$ cat src/rtl/instr_queue.sv
// Circular instruction queue between the frontend selector and issue; optional same-cycle
// empty-queue bypass when INSTR_QUEUE_BYPASS_EN is defined (default: 1-cycle minimum latency).
module instr_queue #(
  parameter int DEPTH = 8,
  parameter int XLEN  = 64,
  parameter int ILEN  = 32
) (
  input  logic                       clk_i,
  input  logic                       rst_n_i,
  input  logic                       flush_i,
  input  logic                       fetch_valid_i,
  output logic                       fetch_ready_o,
  input  logic [XLEN-1:0]            fetch_pc_i,
  input  logic [ILEN-1:0]            fetch_instr_i,
  input  logic                       fetch_pred_taken_i,
  input  logic [XLEN-1:0]            fetch_pred_target_i,
  output logic                       issue_valid_o,
  input  logic                       issue_ready_i,
  output logic [XLEN-1:0]            issue_pc_o,
  output logic [ILEN-1:0]            issue_instr_o,
  output logic                       issue_pred_taken_o,
  output logic [XLEN-1:0]            issue_pred_target_o,
  output logic [$clog2(DEPTH+1)-1:0] count_o
);
  localparam int PW = (DEPTH > 1) ? $clog2(DEPTH) : 1;
  localparam int CW = $clog2(DEPTH + 1);
  localparam logic [ILEN-1:0] NOP = ILEN'(32'h13);

  typedef struct packed {
    logic [XLEN-1:0] pc;
    logic [ILEN-1:0] instr;
    logic            taken;
    logic [XLEN-1:0] target;
  } entry_t;

  entry_t        mem [DEPTH];
  logic [PW-1:0] head_ptr, tail_ptr;
  logic [CW-1:0] count;
  entry_t        fetch_ent, out_ent;
  logic          empty, full, push, wr, pop, byp;

  function automatic logic [PW-1:0] nxt(input logic [PW-1:0] p);
    return (p == PW'(DEPTH - 1)) ? '0 : p + 1'b1;
  endfunction

  assign fetch_ent = '{pc: fetch_pc_i, instr: fetch_instr_i,
                       taken: fetch_pred_taken_i, target: fetch_pred_target_i};

  // Flags come from the registered count only, so a same-cycle pop never frees a slot.
  assign empty         = (count == '0);
  assign full          = (count == CW'(DEPTH));
  assign fetch_ready_o = !full && !flush_i && rst_n_i;

`ifdef INSTR_QUEUE_BYPASS_EN
  assign byp = empty && !flush_i && fetch_valid_i && rst_n_i;
`else
  assign byp = 1'b0;
`endif

  assign issue_valid_o = (!empty && !flush_i) || byp;
  assign push          = fetch_valid_i && fetch_ready_o;
  // A bypassed instruction taken by issue this cycle is never stored.
  assign wr            = push && !(byp && issue_ready_i);
  assign pop           = !empty && !flush_i && issue_ready_i;

  always_comb begin
    out_ent = '{pc: '0, instr: NOP, taken: 1'b0, target: '0};
    if (!empty && !flush_i) begin
      out_ent = mem[head_ptr];
    end
`ifdef INSTR_QUEUE_BYPASS_EN
    else if (byp) begin
      out_ent = fetch_ent;
    end
`endif
  end

  assign issue_pc_o          = out_ent.pc;
  assign issue_instr_o       = out_ent.instr;
  assign issue_pred_taken_o  = out_ent.taken;
  assign issue_pred_target_o = out_ent.target;
  assign count_o             = count;

  always_ff @(posedge clk_i) begin
    if (wr) begin
      mem[tail_ptr] <= fetch_ent;
    end
  end

  always_ff @(posedge clk_i or negedge rst_n_i) begin
    if (!rst_n_i) begin
      head_ptr <= '0;
      tail_ptr <= '0;
      count    <= '0;
    end else if (flush_i) begin
      head_ptr <= '0;
      tail_ptr <= '0;
      count    <= '0;
    end else begin
      if (wr)  tail_ptr <= nxt(tail_ptr);
      if (pop) head_ptr <= nxt(head_ptr);
      if (wr && !pop)      count <= count + 1'b1;
      else if (!wr && pop) count <= count - 1'b1;
    end
  end
endmodule

$ cat config.mk
export PLATFORM = sky130hd
export DESIGN_NAME = instr_queue
export DESIGN_NICKNAME = d
export VERILOG_FILES = /design/src/rtl/instr_queue.sv
export SDC_FILE = /design/constraint.sdc
export NUM_CORES = 1
export LEC_CHECK = 0
export ABC_AREA = 1
export CAP_MARGIN = 5
export CORE_MARGIN = 8
export CORE_UTILIZATION = 40
export DETAILED_ROUTE_END_ITERATION = 10
export PLACE_DENSITY = 0.69
export SLEW_MARGIN = 15
export SYNTH_ARGS = -nofsm -noshare
export SYNTH_HDL_FRONTEND = slang
export SYNTH_SLANG_ARGS = --single-unit
$ cat constraint.sdc
create_clock -name clk_i -period 8.35 [get_ports clk_i]
set_input_delay 2.505 -clock clk_i [delete_from_list [all_inputs] [get_ports clk_i]]
set_output_delay 2.505 -clock clk_i [all_outputs]
set_load 0.05 [all_outputs]
## Word-level counts from Yosys, hierarchy flattened

Memories as Yosys holds them, arrays and structs flattened.
Cells that the tools add are included.

- Latch bits: 0
- Memories: 1
- Output and inout bits: 167
- Input bits: 166
- Bits in registers: 10
- Logic and storage cells: 39
- Bits in writable memories: 1288
- ROM bits: 0

- Bitwise gates (word level): 0
- Mux-type cells: 12
- Order comparisons: 0
- Shift-type cells: 0
- Equality and inequality tests: 3
- Div/mod/pow operators: 0
- Reductions and logical operators: 16
- $add $sub $neg: 4
- $mul: 0

Memories:

| name | words | bits a word | rd ports | clocked after memory_dff | write ports | RTL line | text |
|---|---|---|---|---|---|---|---|
| mem | 8 | 161 | 1 | 0 | 1 | 36 | `entry_t mem [DEPTH];` |

Operator list:

| cell | count |
|---|---|
| two-way mux 161 bit | 1 |
| two-way mux 3 bit | 6 |
| two-way mux 4 bit | 3 |
| logical AND 1 bit | 7 |
| adder 3 x 1 -> 3 bit (second input constant) | 2 |
| == test 3 bit (second input constant) | 2 |
| zero test 1 bit | 5 |
| adder 4 x 1 -> 4 bit (second input constant) | 1 |
| == test 4 bit (second input constant) | 1 |
| zero test 4 bit | 1 |
| nonzero test 2 bit | 2 |
| subtractor 4 x 1 -> 4 bit (second input constant) | 1 |
| nonzero test 3 bit | 1 |
| two-way mux 1 bit | 2 |

## Longest topological paths before layout

- Depth after elaboration: 10
- Depth in mapped cells: 16
- Mapped depth without buffers: 16

## Worst setup path before layout

No wires, ideal clock.

- Path type: input -> register
- Start: input port rst_n_i
- End: memory mem[0][0] in the netlist's numbering, enable pin
- Path buffers: 0
- Stages: 5
- Setup time: 0.684 ns
- Slack: -2.152 ns
- Data arrival time: 9.819 ns
- Data required time: 7.666 ns
- Cells stage by stage: inv_1 nor2_1 nand3_1 or2_2 nor2_1

- Cells in the longest elaborated chain, start to end: 4

Ends and longest elaborated chain:

| what | RTL line | text |
|---|---|---|
| from (decl) | 9 | `input logic rst_n_i,` |
| logical AND 1 bit | 52 | `assign fetch_ready_o = !full && !flush_i && rst_n_i;` |
| logical AND 1 bit | 61 | `assign push = fetch_valid_i && fetch_ready_o;` |
| two-way mux 1 bit | 85 | `if (wr) begin` |
| two-way mux 1 bit (not written as such) | 86 | `mem[tail_ptr] <= fetch_ent;` |
| to (decl) | 36 |  |

No other way between the ends.

## Worst setup path in the final report

- Start: input port flush_i
- End: output port issue_pred_target_o[10]

- Cells in the longest elaborated chain, start to end: 3

Ends and longest elaborated chain:

| what | RTL line | text |
|---|---|---|
| from (decl) | 10 | `input logic flush_i,` |
| zero test 1 bit | 68 | `if (!empty && !flush_i) begin` |
| logical AND 1 bit | 68 |  |
| two-way mux 161 bit | 68 |  |
| to (decl) | 22 | `output logic [XLEN-1:0] issue_pred_target_o,` |

No other way between the ends.

==> flow_metrics.tcl <==
set metrics [dict create \
    outcome "completed" \
    hold_violations 0 \
    yosysWarningCount 0 \
    syn_nets 3927 \
    maxCapViolCount 0 \
    routabilityCongestion 0.7676 \
    postCtsResizedCells 0 \
    cts_made_buffers 138 \
    synth_seq_cells 1298 \
    synth_edf_count 1288 \
    fin_crit_sh 0.9153 \
    critPathRequiredTime_ns 5.85 \
    grt_max_degree 330 \
    max-vdd-ir-drop_mv 0.2823 \
    async_flop_share 0.007704 \
    numPortBuffers 332 \
    holdWs_ns 0.5709 \
    antenna_found_initial 26 \
    root_buffer "clkbuf_16" \
    critPathArrivalTime_ns 5.14 \
    relSlewSlack 0.2881 \
    first_pass_iters 5 \
    row_count 130 \
    regToRegSetupSlack_ns 5.40 \
    dieHeight_um 370.9 \
    cts_hold_buf 0 \
    htreeDepth 4 \
    crit_slowest_cell "clkdlybuf4s50_1" \
    synth_seq_area_share 0.7729 \
    cpMostUsedCell "clkdlybuf4s50_1" \
    track_usage 0.1775 \
    hp-start "tail_ptr[0]" \
    nets 4191 \
    total_power_mw 18.84 \
    cts.path.max_buffers 3 \
    layout_common_cells "1288 x edfxtp_1, 955 x nor2_1, 601 x o21ai_0" \
    die_w_um 370.9 \
    min_path_type "reg2reg" \
    dieArea_um2 137500 \
    grt_pass1_vias 30760 \
    crit_path_end_kind "primary output" \
    period_needed_ns 7.643 \
    ys.flop_type "edfxtp_1" \
    slew_viol_final 0 \
    path_buf_inv 5 \
    grt_overflow 0 \
    crit-reg2reg-launch "count_o[3]" \
    drcViolationCount 0 \
    start_util 0.4022 \
    clk_latency_ns 0.74 \
    skew_ns 0.02737 \
    hold-path-cell-count 1 \
    vias_per_cell 5.444 \
    avgSynthCellArea_um2 13.42 \
    fmax_mhz 130.8 \
    cts_tree "done" \
    worstPathCellList "clkdlybuf4s50_1, inv_1, nand2_1, inv_6, buf_4, o21ai_1, nor2_1, clkdlybuf4s50_1" \
    critPathLaunchType "input port" \
    setup_viol 0 \
    ant_nets 0 \
    grt_pass1_wl_um 187300 \
    whs_endpoint "tail_ptr[0]" \
    finalSetupTns_ns 0 \
    leakage_nw 19.15 \
    cp_max_fo 31 \
    rsz0062_at_grt "no" \
    pre_cts_slack_ns 0.7316 \
    r2r_cells 7 \
    path_clk_slew_ns 0.06 \
    stdcell_count 5792 \
    critical_path_class "in2out" \
    dp_cells 5527 \
    wire_per_inst_um 21.76 \
    place_hpwl_um 65680 \
    cellPowerDensity_nw_per_um2 315.2 \
    crit_family "buffers and inverters" \
    r2r-end "mem[2][59]" \
    worst_pin_slew_ns 1.065 \
    layout_commonest_cell "edfxtp_1" \
    num_io_pins 333 \
    syn_area_um2 50370 \
    layout-drive-gt1-share 0.06642 \
    vias 31530 \
    netlist_instances 3754 \
    worst_slack_ns 0.7072 \
    drtIter0Drc 3026 \
    core_um2 125200 \
    wirelength_um 126000 \
    clock_sinks 1298 \
    yosys.cell_types.count 26 \
    syn2layout_area_growth_pct 18.65 \
    cts_setup_buffers 0 \
    slowest_delay_ns 0.88 \
]
## final cells by class
class                      count  area, um2
multi-input combinational   2173      10120
clock buffer                 166       3558
timing repair buffer         390       4161
clock inverter                81      767.0
sequential                  1298      38940
tap                         1650       2064
fill                       10750      65480
inverter                      17      107.6
antenna                       17      42.54
## logic make-up after synthesis
| kind of cell | after synthesis | synth area share |
|---|---|---|
| AOI/OAI and AO/OA | 1115 | 0.1187 |
| xor gates and xnor gates | 1 | 0.0001739 |
| adders and majority gates | 7 | 0.001888 |
| buffers and inverters | 283 | 0.02740 |
| DFF | 1298 | 0.7729 |
| and+or+nand+nor | 1050 | 0.07894 |
## registers in the layout, indices dropped and copies added (netlist names)
signal and count:
tail_ptr 3, head_ptr 3, count_o 4, mem 1288
## cell usage after synthesis (6+ instances only)
cell type     n  share of area
edfxtp_1   1288           0.77
nor2_1      963          0.072
o21ai_0     601          0.060
o22ai_1     316          0.039
o21ai_1     193          0.019
clkbuf_1    134          0.010
buf_2        76         0.0076
nand2_1      60         0.0045
nand3_1      26         0.0026
buf_4        24         0.0036
buf_6        15         0.0034
buf_1        13        0.00097
inv_1        13        0.00097
dfrtp_1      10         0.0050
ha_1          6         0.0015
## where the power goes
group / internal, mW / switching [mW]
combinational: 1.60 / 3.98
clock: 3.35 / 2.49
sequential: 7.32 / 0.0998
total: 12.3 / 6.56
## through the flow
step	area, um2	utilization
after floorplan	50370	-
after global placement	55370	0.4421
after detailed placement	55370	0.4421
after CTS	59690	0.4766
after global routing	59720	0.4769
final	59760	0.4772
## how the worst max path moves through the flow
| stage | from | end | slack, ns | depth (start not counted) |
|---|---|---|---|---|
| final | flush_i | issue_pred_target_o[10] | 0.71 | 8 |
| after global routing | flush_i | issue_instr_o[21] | 0.65 | 8 |
| after CTS | flush_i | issue_instr_o[30] | 0.72 | 8 |
| after detailed placement | flush_i | issue_instr_o[30] | 0.73 | 8 |
| after global placement | flush_i | issue_instr_o[30] | 0.73 | 8 |
| after floorplan | rst_n_i | mem[0][0] | -2.15 | 5 |
## routing by layer
metal | routed length, um | track usage
met5 | 116 | 0
met4 | 2700 | 0.05275
met3 | 10220 | 0.04937
met2 | 60700 | 0.2917
met1 | 52310 | 0.2301
No activity file was read; power rests on OpenSTA's default activity.
